--- src/rtl/cpu_pkg.sv ---
// Shared CPU definitions: datapath widths, reset vector, NOP encoding and the fetch FSM state type.
package cpu_pkg;

    localparam int unsigned ADDR_W    = 32;
    localparam int unsigned INSTR_W   = 32;
    localparam logic [31:0] RESET_PC  = 32'h0000_0000;
    localparam logic [31:0] NOP_INSTR = 32'h0000_0000;

    typedef enum logic [1:0] {
        IDLE,
        FETCH,
        HOLD
    } fetch_state_t;

endpackage

--- src/rtl/fetch_stage_ifid_reg.sv ---
// IF/ID pipeline register. Flush loads a bubble, write-enable loads a valid instruction, otherwise it holds.
module ifid_reg
    import cpu_pkg::*;
#(
    parameter int unsigned ADDR_W  = 32,
    parameter int unsigned INSTR_W = 32
) (
    input  logic               clk_i,
    input  logic               rst_i,
    input  logic               we_i,
    input  logic               flush_i,
    input  logic [ADDR_W-1:0]  pc4_i,
    input  logic [INSTR_W-1:0] instr_i,
    output logic [ADDR_W-1:0]  pc4_o,
    output logic [INSTR_W-1:0] instr_o,
    output logic               valid_o
);

    logic [ADDR_W-1:0]  pc4_q;
    logic [INSTR_W-1:0] instr_q;
    logic               valid_q;

    always_ff @(posedge clk_i or negedge rst_i) begin
        if (!rst_i) begin
            pc4_q   <= '0;
            instr_q <= INSTR_W'(NOP_INSTR);
            valid_q <= 1'b0;
        end else if (flush_i) begin
            pc4_q   <= '0;
            instr_q <= INSTR_W'(NOP_INSTR);
            valid_q <= 1'b0;
        end else if (we_i) begin
            pc4_q   <= pc4_i;
            instr_q <= instr_i;
            valid_q <= 1'b1;
        end
    end

    assign pc4_o   = pc4_q;
    assign instr_o = instr_q;
    assign valid_o = valid_q;

endmodule

--- src/rtl/fetch_stage.sv ---
// IF stage: PC register, fetch FSM with imem req/ready handshake, one-entry hold buffer, feeding IF/ID.
module fetch_stage #(
    parameter int unsigned        ADDR_W   = cpu_pkg::ADDR_W,
    parameter int unsigned        INSTR_W  = cpu_pkg::INSTR_W,
    parameter logic [ADDR_W-1:0]  RESET_PC = ADDR_W'(cpu_pkg::RESET_PC)
) (
    input  logic               clk_i,
    input  logic               rst_i,
    input  logic               start_i,
    input  logic               stall_i,
    input  logic               redirect_i,
    input  logic [ADDR_W-1:0]  redirect_pc_i,
    output logic               imem_req_o,
    output logic [ADDR_W-1:0]  imem_addr_o,
    input  logic               imem_ready_i,
    input  logic [INSTR_W-1:0] imem_rdata_i,
    output logic [ADDR_W-1:0]  ifid_pc4_o,
    output logic [INSTR_W-1:0] ifid_instr_o,
    output logic               ifid_valid_o,
    output logic [ADDR_W-1:0]  pc_o
);
    import cpu_pkg::*;

    fetch_state_t       state_q, state_d;
    logic [ADDR_W-1:0]  pc_q, pc_d;
    logic [INSTR_W-1:0] hold_q, hold_d;
    logic [ADDR_W-1:0]  pc_plus4;
    logic [ADDR_W-1:0]  redirect_target;
    logic               ifid_we, ifid_flush;
    logic [INSTR_W-1:0] ifid_instr_d;

    assign pc_plus4        = pc_q + ADDR_W'(4);
    assign redirect_target = {redirect_pc_i[ADDR_W-1:2], 2'b00};

    always_ff @(posedge clk_i or negedge rst_i) begin
        if (!rst_i) begin
            state_q <= IDLE;
            pc_q    <= RESET_PC;
            hold_q  <= '0;
        end else begin
            state_q <= state_d;
            pc_q    <= pc_d;
            hold_q  <= hold_d;
        end
    end

    // Per-cycle priority in FETCH and HOLD: redirect > stall > ready.
    always_comb begin
        state_d      = state_q;
        pc_d         = pc_q;
        hold_d       = hold_q;
        imem_req_o   = 1'b0;
        ifid_we      = 1'b0;
        ifid_flush   = 1'b0;
        ifid_instr_d = imem_rdata_i;
        unique case (state_q)
            IDLE: begin
                if (start_i) state_d = FETCH;
            end
            FETCH: begin
                imem_req_o = 1'b1;
                if (redirect_i) begin
                    pc_d       = redirect_target;
                    ifid_flush = 1'b1;
                end else if (stall_i) begin
                    if (imem_ready_i) begin
                        hold_d  = imem_rdata_i;
                        state_d = HOLD;
                    end
                end else if (imem_ready_i) begin
                    ifid_we = 1'b1;
                    pc_d    = pc_plus4;
                end else begin
                    ifid_flush = 1'b1;
                end
            end
            HOLD: begin
                if (redirect_i) begin
                    hold_d     = '0;
                    pc_d       = redirect_target;
                    ifid_flush = 1'b1;
                    state_d    = FETCH;
                end else if (!stall_i) begin
                    ifid_we      = 1'b1;
                    ifid_instr_d = hold_q;
                    pc_d         = pc_plus4;
                    state_d      = FETCH;
                end
            end
            default: state_d = IDLE;
        endcase
    end

    assign imem_addr_o = pc_q;
    assign pc_o        = pc_q;

    ifid_reg #(
        .ADDR_W  (ADDR_W),
        .INSTR_W (INSTR_W)
    ) u_ifid (
        .clk_i   (clk_i),
        .rst_i   (rst_i),
        .we_i    (ifid_we),
        .flush_i (ifid_flush),
        .pc4_i   (pc_plus4),
        .instr_i (ifid_instr_d),
        .pc4_o   (ifid_pc4_o),
        .instr_o (ifid_instr_o),
        .valid_o (ifid_valid_o)
    );

endmodule

--- config.mk ---
export PLATFORM = sky130hd
export DESIGN_NAME = fetch_stage
export DESIGN_NICKNAME = d
export VERILOG_FILES = /design/src/rtl/cpu_pkg.sv /design/src/rtl/fetch_stage_ifid_reg.sv /design/src/rtl/fetch_stage.sv
export SDC_FILE = /design/constraint.sdc
export NUM_CORES = 1
export LEC_CHECK = 0
export ABC_AREA = 0
export BUFFER_PORTS_ARGS = -buffer_cell sky130_fd_sc_hd__buf_4
export CAP_MARGIN = 20
export CORE_MARGIN = 8
export CORE_UTILIZATION = 47
export CTS_CLUSTER_SIZE = 16
export DETAILED_ROUTE_END_ITERATION = 10
export PLACE_DENSITY = 0.83
export SLEW_MARGIN = 10
export SYNTH_ARGS = -nofsm -noshare
export SYNTH_HDL_FRONTEND = slang
export SYNTH_SLANG_ARGS = --single-unit
export TNS_END_PERCENT = 5
--- constraint.sdc ---
create_clock -name clk_i -period 2.05 [get_ports clk_i]
set_input_delay 0.1025 -clock clk_i [delete_from_list [all_inputs] [get_ports clk_i]]
set_output_delay 0.1025 -clock clk_i [all_outputs]
set_load 0.02 [all_outputs]
==> flow_summary.toml <==
[run_status]
status = "finished, final reports clean"

[synth]
synth-xor-area-share_pct = 2.23
synth_seq_area_share_pct = 47.5
simple_gate_area_share_of_the_yosys_netlist_pct = 21.4
postSynthRegisterBits = 127
largest_family_of_logic_cells_by_synthesized_area = "simple AND/OR/NAND/NOR gates"
synth.cell_area_mm2 = 0.00669
synth_async_sr_flop_share_pct = 100
ys_dominant_reg_cell = "dfrtp_1"
yosys_warnings = 0
postSynthAreaPerCell_um2 = 9.16
synth-compound-area-share_pct = 14.3
yosys-mux-area-fraction_pct = 5.87
synth.lib_cells_used.distinct = 49
syn_inst = 730
yosys.area_share.adder_pct = 0.748
synth_enable_flop_cells = 0

[clock_tree]
tritoncts = "built"
clock_tree.htree_level_count = 4
cts-root-buf = "clkbuf_16"
tritoncts_num_sinks = 127
clock_buffer_count_from_cts = 17
worst_skew_pair.late_latency_ps = 410
postCtsSetupBuffers = 0
clk_pin_slew_ps = 50
cts-root-to-sink-buffers = 2

[pwr]
power.density_mw_per_mm2 = 1500
design_power_total_mw = 14.4
power.leakage_nw = 4.53
vdd_ir_drop_max_v = 0.000777

[worst_setup_path]
timing.critical_path.required_ps = 2390
launch_point_of_the_worst_reg_to_reg_path = "imem_addr_o[9]"
critical_path.slowest_cell = "or4_4"
critical_path.endpoint_type = "flip-flop"
r2r_setup_slack_ps = 40
critical-path-top-delay-family = "simple AND/OR/NAND/NOR gates"
critical_path.startpoint = "imem_addr_o[9]"
timing.critical_path.arrival_ps = 2350
critical_path_buf_inv_count = 0
slowest_delay_ps = 580
startpoint_type = "flip-flop"
critPathKind = "reg2reg"
path_depth = 5
number_of_cells_on_the_worst_reg_to_reg_path = 5
path_cells = "nand3_1 -> or4_4 -> or2_4 -> or4_1 -> nand3_1"
rr_endpoint = "imem_addr_o[17]"
critical_path.most_common_cell = "nand3_1"
crit_end = "imem_addr_o[17]"
timing.critical_path.fanout_max = 5

[route]
drt_first_iter_violations = 520
routed_wirelength_mm = 21.5
via_count = 6443
via_per_inst = 5.51
drt_drc_violations_left = 0
routedWlPerCell_um = 18.4
drtAntennaViolNets = 0
iteration_count_of_the_initial_detailed_routing_pass = 5

[timing]
worstMarginPinSlew_ps = 560
whs_ps = 8.75
timing_hold_violations_final = 0
minimum_clock_period_after_layout_ps = 2010
clock_skew_ps = 4.93
setup_violations = 0
layout_setup_ws_ps = 41.6
max_freq_ghz = 0.498
slew-limit-headroom_pct = 62.7
rsz_0062_raised_after_global_routing = "yes"
slew_violations = 0
post_route_clock_period_utilization_pct = 98.0

[floorplan]
die-area_mm2 = 0.0183
start_util_pct = 48.2
boundaryPins = 200
floorplan.rows = 43
dieHeight_um = 135
die_w_um = 135
design.core.area_mm2 = 0.0139

[grt]
grt_first_pass_wirelength_mm = 34.6
antenna_violations_before_repair = 0
grt_start_max_net_pins = 65
grt.total_usage_pct = 23.7
first_global_vias = 6598
grt_overflow = 0

[cells_and_area]
seqCellArea_mm2 = 0.00318
share_of_final_layout_standard_cells_stronger_than_drive_strength_1_pct = 30.7
multi_input_comb_area_mm2 = 0.00303
final_nets = 1051
fillers = 1081
syn2layout_area_growth_pct = 43.4

[min_path]
hp-class = "in2reg"

[job]
max-cap-violations = 0

[placed_design]
post-dp-hpwl_mm = 14.7
place_congestion = 0.928
pre_cts_slack_ps = 66.9
buffer_ports.inserted = 191
Yosys cell counts (2+ instances only):
cell | n | area share, %
a211o_1 | 2 | 0.26
a21oi_1 | 14 | 1.0
a221o_1 | 10 | 1.5
a22oi_1 | 4 | 0.45
a31o_2 | 2 | 0.26
a32oi_1 | 4 | 0.52
and2_1 | 6 | 0.56
and3_1 | 8 | 0.75
and4_1 | 8 | 1.0
buf_1 | 3 | 0.17
buf_2 | 9 | 0.67
buf_4 | 40 | 4.5
clkbuf_1 | 38 | 2.1
dfrtp_1 | 127 | 48
ha_1 | 4 | 0.75
inv_1 | 8 | 0.45
mux2_2 | 2 | 0.34
mux2i_1 | 37 | 5.5
nand2_1 | 119 | 6.7
nand2b_1 | 36 | 3.4
nand3_1 | 20 | 1.5
nand3_2 | 2 | 0.30
nand4_1 | 14 | 1.3
nor2_1 | 31 | 1.7
nor2b_1 | 8 | 0.75
nor3_1 | 8 | 0.60
nor3b_1 | 7 | 0.79
nor4_1 | 3 | 0.28
o211ai_1 | 3 | 0.34
o21ai_0 | 96 | 7.2
o22ai_1 | 8 | 0.75
o2bb2ai_1 | 3 | 0.39
o32ai_1 | 7 | 0.92
or3_1 | 2 | 0.19
or4_1 | 8 | 0.90
xnor2_1 | 6 | 0.79
xor2_1 | 11 | 1.4
tightest hold or removal path, delay by kind of cell:
kind	cells	cell delay, ps
compound gates	2	180
buf+inv	1	90
power by group:
| group | leakage (nW) | switching, mW | internal (mW) | total (mW) |
|---|---|---|---|---|
| sequential | 1.64 | 0.735 | 3.57 | 4.31 |
| combinational | 2.64 | 4.25 | 3.15 | 7.41 |
| clock | 0.251 | 1.03 | 1.64 | 2.67 |
sequential cells by signal (all words and copies together), names as in the netlist:
signal          cells
hold_q             32
imem_addr_o        30
state_q             2
u_ifid.instr_o     32
u_ifid.pc4_o       30
u_ifid.valid_o      1
cell type report:
| class | count | area share [%] |
|---|---|---|
| clock inverters | 7 | 0.691 |
| clock buffers | 23 | 4.67 |
| multi-input cells | 510 | 31.6 |
| well taps | 180 | 2.35 |
| inverters | 8 | 0.313 |
| flip-flops and latches | 127 | 33.2 |
| repair buffers | 313 | 27.1 |
| diodes | 2 | 0.0522 |
cell families (layout without fill, tap and decap cells):
logic type               after synthesis  count (layout)
buffers and inverters                 98             351
XOR/XNOR                              17              17
flip-flops                           127             127
AND/OR/NAND/NOR                      285             285
other                                  1               8
multiplexers                          39              39
AO/OA/AOI/OAI                        159             159
adder cells (fa/ha/maj)                4               4
worst min path at each step:
stage,from,endpoint,slack (ps),cells after the start
CTS,redirect_pc_i[23],imem_addr_o[23],2,3
global placement,rst_i,u_ifid.pc4_o[24],120,1
global route,redirect_pc_i[3],imem_addr_o[3],10,3
floorplan,rst_i,hold_q[0],-190,0
finish,redirect_pc_i[5],imem_addr_o[5],9,3
detailed placement,rst_i,u_ifid.pc4_o[22],130,1
metal layers:
layer / track usage [%] / share of wire [%] / up-vias
li1: - / - / 3014
met1: 29.5 / 40 / 3080
met2: 37.7 / 49 / 298
met3: 5.49 / 7.5 / 51
met4: 12.9 / 3.4 / 0
met5: 0 / 0 / -
cell usage in the layout (no fill, tap or decap), types with 3 or more instances in the layout:
cell type / count
a221o_1: 10
o2bb2ai_1: 3
nor2_1: 31
and2_1: 5
o21ai_0: 95
nand3_2: 3
o32ai_1: 7
xnor2_1: 6
mux2i_1: 37
dfrtp_1: 123
a22oi_1: 4
o22ai_1: 8
a21oi_1: 13
buf_4: 249
ha_1: 4
nor3_1: 8
o211ai_1: 3
nand3_1: 19
and4_1: 8
buf_12: 9
nand2_1: 119
and3_1: 6
nor3b_1: 7
conb_1: 6
clkbuf_1: 6
nand4_1: 14
or4_1: 7
clkbuf_16: 17
clkinv_2: 4
dlygate4sd3_1: 54
xor2_1: 11
inv_1: 8
nor2b_1: 8
nand2b_1: 36
dfrtp_2: 4
a32oi_1: 4
what timing repair did:
action | CTS | global route
hold buffers | 54 | 0
hold endpoints to repair | 112 | 0
setup endpoints to repair | 0 | 18
gates resized for setup | 0 | 8
stage by stage:
stage	instance area [um2]	cells	TNS, ps	utilization, %
floorplan	6710	735	-128	-
global placement	8510	1084	0	61.3
detailed placement	8510	1084	0	61.3
CTS	9570	1168	0	68.9
global route	9590	1168	-188	69.1
finish	9590	1170	0	69.1
(Power assumes the default switching activity.)
